File: config.mk
export PLATFORM = sky130hd
export DESIGN_NAME = hazard3_tick_gen
export DESIGN_NICKNAME = d
export VERILOG_FILES = /design/src/rtl/hazard3_tick_gen_pkg.sv /design/src/rtl/hazard3_frac_div.sv /design/src/rtl/hazard3_tick_gen.sv
export SDC_FILE = /design/constraint.sdc
export NUM_CORES = 1
export LEC_CHECK = 0
export ABC_CLOCK_PERIOD_IN_PS = 3500
export CAP_MARGIN = 40
export CORE_MARGIN = 1.5
export CORE_UTILIZATION = 55
export CTS_CLUSTER_SIZE = 16
export DETAILED_ROUTE_END_ITERATION = 10
export PLACE_DENSITY = 0.81
export SYNTH_ARGS = -nofsm -noshare
export SYNTH_HDL_FRONTEND = slang
export SYNTH_HIERARCHICAL = 1
export SYNTH_SLANG_ARGS = --single-unit
File: constraint.sdc
create_clock -name clk -period 3.5 [get_ports clk]
set_input_delay 0.35 -clock clk [delete_from_list [all_inputs] [get_ports clk]]
set_output_delay 0.35 -clock clk [all_outputs]
set_load 0.005 [all_outputs]
File: src/rtl/hazard3_tick_gen_pkg.sv
// Shared constants for the machine-timer tick generator: register map and DIV field layout.
// No logic lives here beyond the INT==0 -> 1 substitution helper.
package hazard3_tick_gen_pkg;

    localparam logic [3:0] ADDR_CTRL  = 4'h0;
    localparam logic [3:0] ADDR_DIV   = 4'h4;
    localparam logic [3:0] ADDR_CTR   = 4'h8;
    localparam logic [3:0] ADDR_TICKS = 4'hC;

    localparam int DIV_INT_W    = 16;
    localparam int DIV_INT_LSB  = 8;
    localparam int DIV_FRAC_W   = 8;
    localparam int DIV_FRAC_LSB = 0;

    typedef logic [DIV_INT_W-1:0]  div_int_t;
    typedef logic [DIV_FRAC_W-1:0] div_frac_t;

    // A zero integer divisor behaves as divide-by-one.
    function automatic div_int_t int_eff(input div_int_t v);
        return (v == '0) ? div_int_t'(1) : v;
    endfunction

endpackage

File: src/rtl/hazard3_frac_div.sv
// Fractional down-counter: tick and tick_nrz are registered, first tick INT_eff edges after restart.
// No backpressure; fire flags the edge on which a tick is being emitted.
module hazard3_frac_div
    import hazard3_tick_gen_pkg::*;
(
    input  logic                  clk,
    input  logic                  rst_n,
    input  logic                  en,
    input  logic                  restart,
    input  logic [DIV_INT_W-1:0]  div_int,
    input  logic [DIV_FRAC_W-1:0] div_frac,
    output logic [DIV_INT_W-1:0]  ctr,
    output logic                  fire,
    output logic                  tick,
    output logic                  tick_nrz
);

    logic [DIV_FRAC_W-1:0] frac_acc;
    logic [DIV_FRAC_W:0]   frac_sum;
    logic [DIV_INT_W-1:0]  div_int_eff;
    logic [DIV_INT_W-1:0]  reload_val;

    assign div_int_eff = int_eff(div_int);
    assign frac_sum    = {1'b0, frac_acc} + {1'b0, div_frac};
    // INT_eff-1 tops out at 65534, so adding the carry cannot wrap.
    assign reload_val  = div_int_eff - 16'd1 + {15'd0, frac_sum[DIV_FRAC_W]};
    assign fire        = en && (ctr == '0);

    always_ff @(posedge clk or negedge rst_n) begin
        if (!rst_n) begin
            ctr      <= '0;
            frac_acc <= '0;
            tick     <= 1'b0;
            tick_nrz <= 1'b0;
        end else if (restart) begin
            ctr      <= div_int_eff - 16'd1;
            frac_acc <= '0;
            tick     <= 1'b0;
        end else if (en) begin
            if (ctr != '0) begin
                ctr  <= ctr - 16'd1;
                tick <= 1'b0;
            end else begin
                ctr      <= reload_val;
                frac_acc <= frac_sum[DIV_FRAC_W-1:0];
                tick     <= 1'b1;
                tick_nrz <= ~tick_nrz;
            end
        end else begin
            tick <= 1'b0;
        end
    end

endmodule

File: src/rtl/hazard3_tick_gen.sv
// APB-programmable fractional tick generator for the machine timer; zero-wait APB, registered tick outputs.
// Never stalls the bus: pready tied high, pslverr tied low.
module hazard3_tick_gen
    import hazard3_tick_gen_pkg::*;
#(
    parameter logic [DIV_INT_W-1:0]  DIV_INT_RESET  = 16'd1,
    parameter logic [DIV_FRAC_W-1:0] DIV_FRAC_RESET = 8'd0
) (
    input  logic        clk,
    input  logic        rst_n,
    input  logic [15:0] paddr,
    input  logic        psel,
    input  logic        penable,
    input  logic        pwrite,
    input  logic [31:0] pwdata,
    output logic [31:0] prdata,
    output logic        pready,
    output logic        pslverr,
    output logic        tick,
    output logic        tick_nrz
);

    logic                  en;
    logic [DIV_INT_W-1:0]  div_int;
    logic [DIV_FRAC_W-1:0] div_frac;
    logic [31:0]           ticks;
    logic [DIV_INT_W-1:0]  ctr;
    logic                  fire;

    logic addr_hit;
    logic wr;
    logic wr_ctrl;
    logic wr_div;
    logic wr_ticks;
    logic restart;
    logic unused_pwdata;

    assign pready   = 1'b1;
    assign pslverr  = 1'b0;

    assign addr_hit = (paddr[15:4] == 12'h000);
    assign wr       = psel && penable && pwrite && addr_hit;
    assign wr_ctrl  = wr && (paddr[3:0] == ADDR_CTRL);
    assign wr_div   = wr && (paddr[3:0] == ADDR_DIV);
    assign wr_ticks = wr && (paddr[3:0] == ADDR_TICKS);
    // Only a 0->1 transition of EN restarts; rewriting 1 leaves the running period alone.
    assign restart  = wr_ctrl && pwdata[0] && !en;

    assign unused_pwdata = ^pwdata[31:24];

    always_ff @(posedge clk or negedge rst_n) begin
        if (!rst_n) begin
            en       <= 1'b0;
            div_int  <= DIV_INT_RESET;
            div_frac <= DIV_FRAC_RESET;
        end else begin
            if (wr_ctrl) begin
                en <= pwdata[0];
            end
            if (wr_div) begin
                div_int  <= pwdata[DIV_INT_LSB +: DIV_INT_W];
                div_frac <= pwdata[DIV_FRAC_LSB +: DIV_FRAC_W];
            end
        end
    end

    // Software clear wins over a same-edge increment.
    always_ff @(posedge clk or negedge rst_n) begin
        if (!rst_n) begin
            ticks <= '0;
        end else if (wr_ticks) begin
            ticks <= '0;
        end else if (fire) begin
            ticks <= ticks + 32'd1;
        end
    end

    hazard3_frac_div u_frac_div (
        .clk      (clk),
        .rst_n    (rst_n),
        .en       (en),
        .restart  (restart),
        .div_int  (div_int),
        .div_frac (div_frac),
        .ctr      (ctr),
        .fire     (fire),
        .tick     (tick),
        .tick_nrz (tick_nrz)
    );

    always_comb begin
        prdata = 32'h0;
        if (addr_hit) begin
            case (paddr[3:0])
                ADDR_CTRL:  prdata = {31'h0, en};
                ADDR_DIV:   prdata = {8'h00, div_int, div_frac};
                ADDR_CTR:   prdata = {16'h0000, ctr};
                ADDR_TICKS: prdata = ticks;
                default:    prdata = 32'h0;
            endcase
        end
    end

endmodule

==> flow_metrics.tcl <==
set metrics [dict create \
    skew_ps 10.0 \
    globalRouteTotalUtil_pct 29.2 \
    syn-num-nets 725 \
    arrival_time_of_data_at_the_critical_path_endpoint_ps 3630 \
    synth_warnings 6 \
    r2r_cells 17 \
    switchingPower_mw 0.414 \
    vias_in_the_first_global_route 5333 \
    final_cell_mix "81 x dfrtp_1, 77 x clkdlybuf4s50_1, 70 x nand2_1, 55 x a21oi_1, 53 x nor2_1" \
    route.detailed.drc 0 \
    antenna-diode-count 0 \
    hold_path_class "input pin to async pin" \
    detailedRoute.firstPassIterationCount 7 \
    critical_path.startpoint_type "flip-flop" \
    yosys.cell_types.count 73 \
    num-fill-cells 815 \
    drtIter0Drc 464 \
    dieWidth_um 106 \
    worst_r2r_endpoint "u_frac_div/ctr[6]$_DFFE_PN0P_" \
    syn_avg_cell_area_um2 8.90 \
    part_of_the_cycle_the_worst_path_needs_pct 95.3 \
    run_status "finished, final reports clean" \
    critical_path.startpoint "div_frac[0]$_DFFE_PN0P_" \
    grt_first_pass_wirelength_mm 26.0 \
    clock_tree.root_cell "clkbuf_8" \
    fp.dieH_um 106 \
    power.share.sequential_pct 48.2 \
    multi_input_area_um2 3510 \
    power.share.combinational_pct 5.1 \
    layout_commonest_cell "dfrtp_1" \
    numPortBuffers 78 \
    synth.cell_area_um2 5850 \
    synth-seq-cells 83 \
    layout.core_utilization_pct 69.4 \
    synth_sequential_area_ratio_pct 35.5 \
    layout.nets 813 \
    slew_headroom_pct 58.0 \
    wire_per_inst_um 18.3 \
    clock_insertion_delay_worst_skew_ps 380 \
    hold_slack_ps 391 \
    worst_margin_pin_slew_ps 624 \
    p_int_mw 1.57 \
    synth_edf_count 0 \
    worst-setup-path-type "flip-flop to flip-flop" \
    r2r_setup_slack_ps 170 \
    ioPinCount 89 \
    hpwlAfterDp_mm 11.6 \
    die_area_um2 11300 \
    start_util_pct 56.6 \
    leakage_power_summed_over_all_cells_nw 2.93 \
    cts.path.max_buffers 2 \
    worstSetupEndpointType "flip-flop" \
    cts_made_buffers 9 \
    remaining_antenna_violation_count 0 \
    postRouteWirelength_mm 16.2 \
    synth_async_sr_flop_share_pct 100 \
    grt_start_max_net_pins 66 \
    syn-instance-count 657 \
    seqCellArea_um2 2080 \
    worst_ir_drop_vdd_v 0.000188 \
    post_dp_cell_area_um2 6860 \
    clkTransAtPathRegs_ps 90 \
    global_route.overflow_total 0 \
    design.core.area_um2 10300 \
    tritoncts "yes" \
    route.detailed.vias_per_inst 6.40 \
    cap_violations 0 \
    drive_above_1_share_pct 15.1 \
    critical_path_required_ps 3800 \
    netSwitchingFraction_pct 20.8 \
    setup_violations 0 \
    vias 5667 \
    final_number_of_hold_violating_endpoints 0 \
    total_non_filler_cell_area_in_the_finished_layout_um2 7160 \
    share_clk_of_total_power_pct 46.7 \
    r2r_path_start "div_frac[0]$_DFFE_PN0P_" \
    timing.critical_path.fanout_max 3 \
    synthesis_to_finish_area_growth_pct 22.5 \
    cts.sink_count 83 \
    num_rows 37 \
    weighted_congestion_reported_at_the_end_of_routability_driven_placement 0.934 \
    yosys_most_used_dff "dfrtp_1" \
    h-tree-depth 3 \
    layout_min_cycle_time_ps 3330 \
    maxSlewViolCount 0 \
    power_density_nw_per_um2 278 \
    maxClockFrequency_mhz 300 \
    grt_antenna_before_repair 0 \
]
[power by group through the flow]
stage / clock network, mW / logic, mW / registers, mW
finish: 0.929 / 0.101 / 0.958
global route: 0.985 / 0.110 / 0.959
CTS: 0.937 / 0.102 / 0.958
detailed placement: 0 / 0.101 / 0.978
global placement: 0 / 0.0944 / 0.978
floorplan: 0 / 0.0206 / 0.978
[worst max-delay path: stages (launching register included)]
cell and delay, ps:
dfrtp_1 420, ha_1 240, fa_1 410, a21o_1 190, a21oi_2 150, o21bai_1 120, a21oi_2 170, nor2b_1 60
o21ai_0 150, nand2b_1 90, ha_1 210, ha_1 210, and2_1 170, nand2_1 100, nor4_1 50, o31ai_1 280
a21oi_1 110, a21oi_1 130
[Yosys cell counts, types with 6 or more instances]
library cell / number / share of area (%)
a22oi_1: 30 / 3.9
xnor2_1: 19 / 2.8
buf_6: 9 / 1.7
xor2_1: 16 / 2.4
nand3_1: 18 / 1.5
nor4_1: 7 / 0.75
buf_4: 6 / 0.77
or4_1: 11 / 1.4
and3_2: 6 / 0.77
and2_1: 10 / 1.1
clkbuf_1: 18 / 1.2
nor4_2: 6 / 1.3
nor3_1: 17 / 1.5
nand2_1: 70 / 4.5
mux2i_1: 9 / 1.5
nor3b_1: 7 / 0.90
o31ai_1: 15 / 1.9
nor2_1: 53 / 3.4
ha_1: 14 / 3.0
or3_1: 8 / 0.86
mux2_2: 25 / 4.8
dfrtp_1: 82 / 35
o21ai_0: 33 / 2.8
a21oi_1: 57 / 4.9
nand4_1: 11 / 1.2
inv_1: 14 / 0.90
[cell type report]
type	instances	share of cell area, %
Clock buffer	10	1.92
Clock inverter	5	1.75
Tap cell	136	2.38
Inverter	14	0.734
Multi-Input combinational cell	523	49.0
Sequential cell	83	29.0
Timing Repair Buffer	114	15.1
[through the flow]
step | setup WS (ps) | std cells | TNS (ps) | power, mW
2_1_floorplan | 324 | 657 | 0 | 0.998
3_3_place_gp | 249 | 866 | 0 | 1.07
3_5_place_dp | 110 | 867 | 0 | 1.08
4_1_cts | 83.7 | 883 | 0 | 2.00
5_1_grt | -4.60 | 885 | -4.60 | 2.05
6_report | 166 | 885 | 0 | 1.99
[kinds of logic after synthesis]
| family | Yosys count | share of synthesized area (%) |
|---|---|---|
| AO/OA/AOI/OAI | 177 | 19.5 |
| XOR/XNOR | 35 | 5.24 |
| adder cells (fa/ha/maj) | 15 | 3.34 |
| buffers and inverters | 51 | 4.90 |
| flip-flops | 83 | 35.5 |
| multiplexers | 37 | 6.93 |
| other | 2 | 0.128 |
| AND/OR/NAND/NOR | 257 | 24.5 |
[sequential cells by signal (all words and copies together), names as in the netlist]
signal               flops
div_frac                 8
div_int                 16
en                       1
ticks                   32
u_frac_div/ctr          16
u_frac_div/frac_acc      8
u_frac_div/tick          1
u_frac_div/tick_nrz      1
[metal layers]
layer / vias to the layer above / global-route usage [%] / part of all wire (%)
li1: 2602 / - / -
met1: 2756 / 38.6 / 42
met2: 274 / 48.2 / 48
met3: 35 / 4.97 / 7.3
met4: 0 / 10.8 / 2.1
met5: - / 0 / 0
[timing repair]
item	4_1_cts	5_1_grt
hold buffers	1	0
resized for setup	0	5
endpoints found under the setup margin	0	6
endpoints found under the hold margin	18	0
setup buffers	0	2
[worst max path at each step]
stage / endpoint / slack (ps) / depth (start not counted)
after detailed placement: u_frac_div/ctr[6]$_DFFE_PN0P_ / 110 / 17
after global placement: u_frac_div/ctr[12]$_DFFE_PN0P_ / 250 / 10
final: u_frac_div/ctr[6]$_DFFE_PN0P_ / 170 / 17
after global routing: u_frac_div/ctr[6]$_DFFE_PN0P_ / -5 / 17
after CTS: u_frac_div/ctr[6]$_DFFE_PN0P_ / 80 / 17
after floorplan: u_frac_div/ctr[15]$_DFFE_PN0P_ / 320 / 10
(Power assumes the default switching activity.)
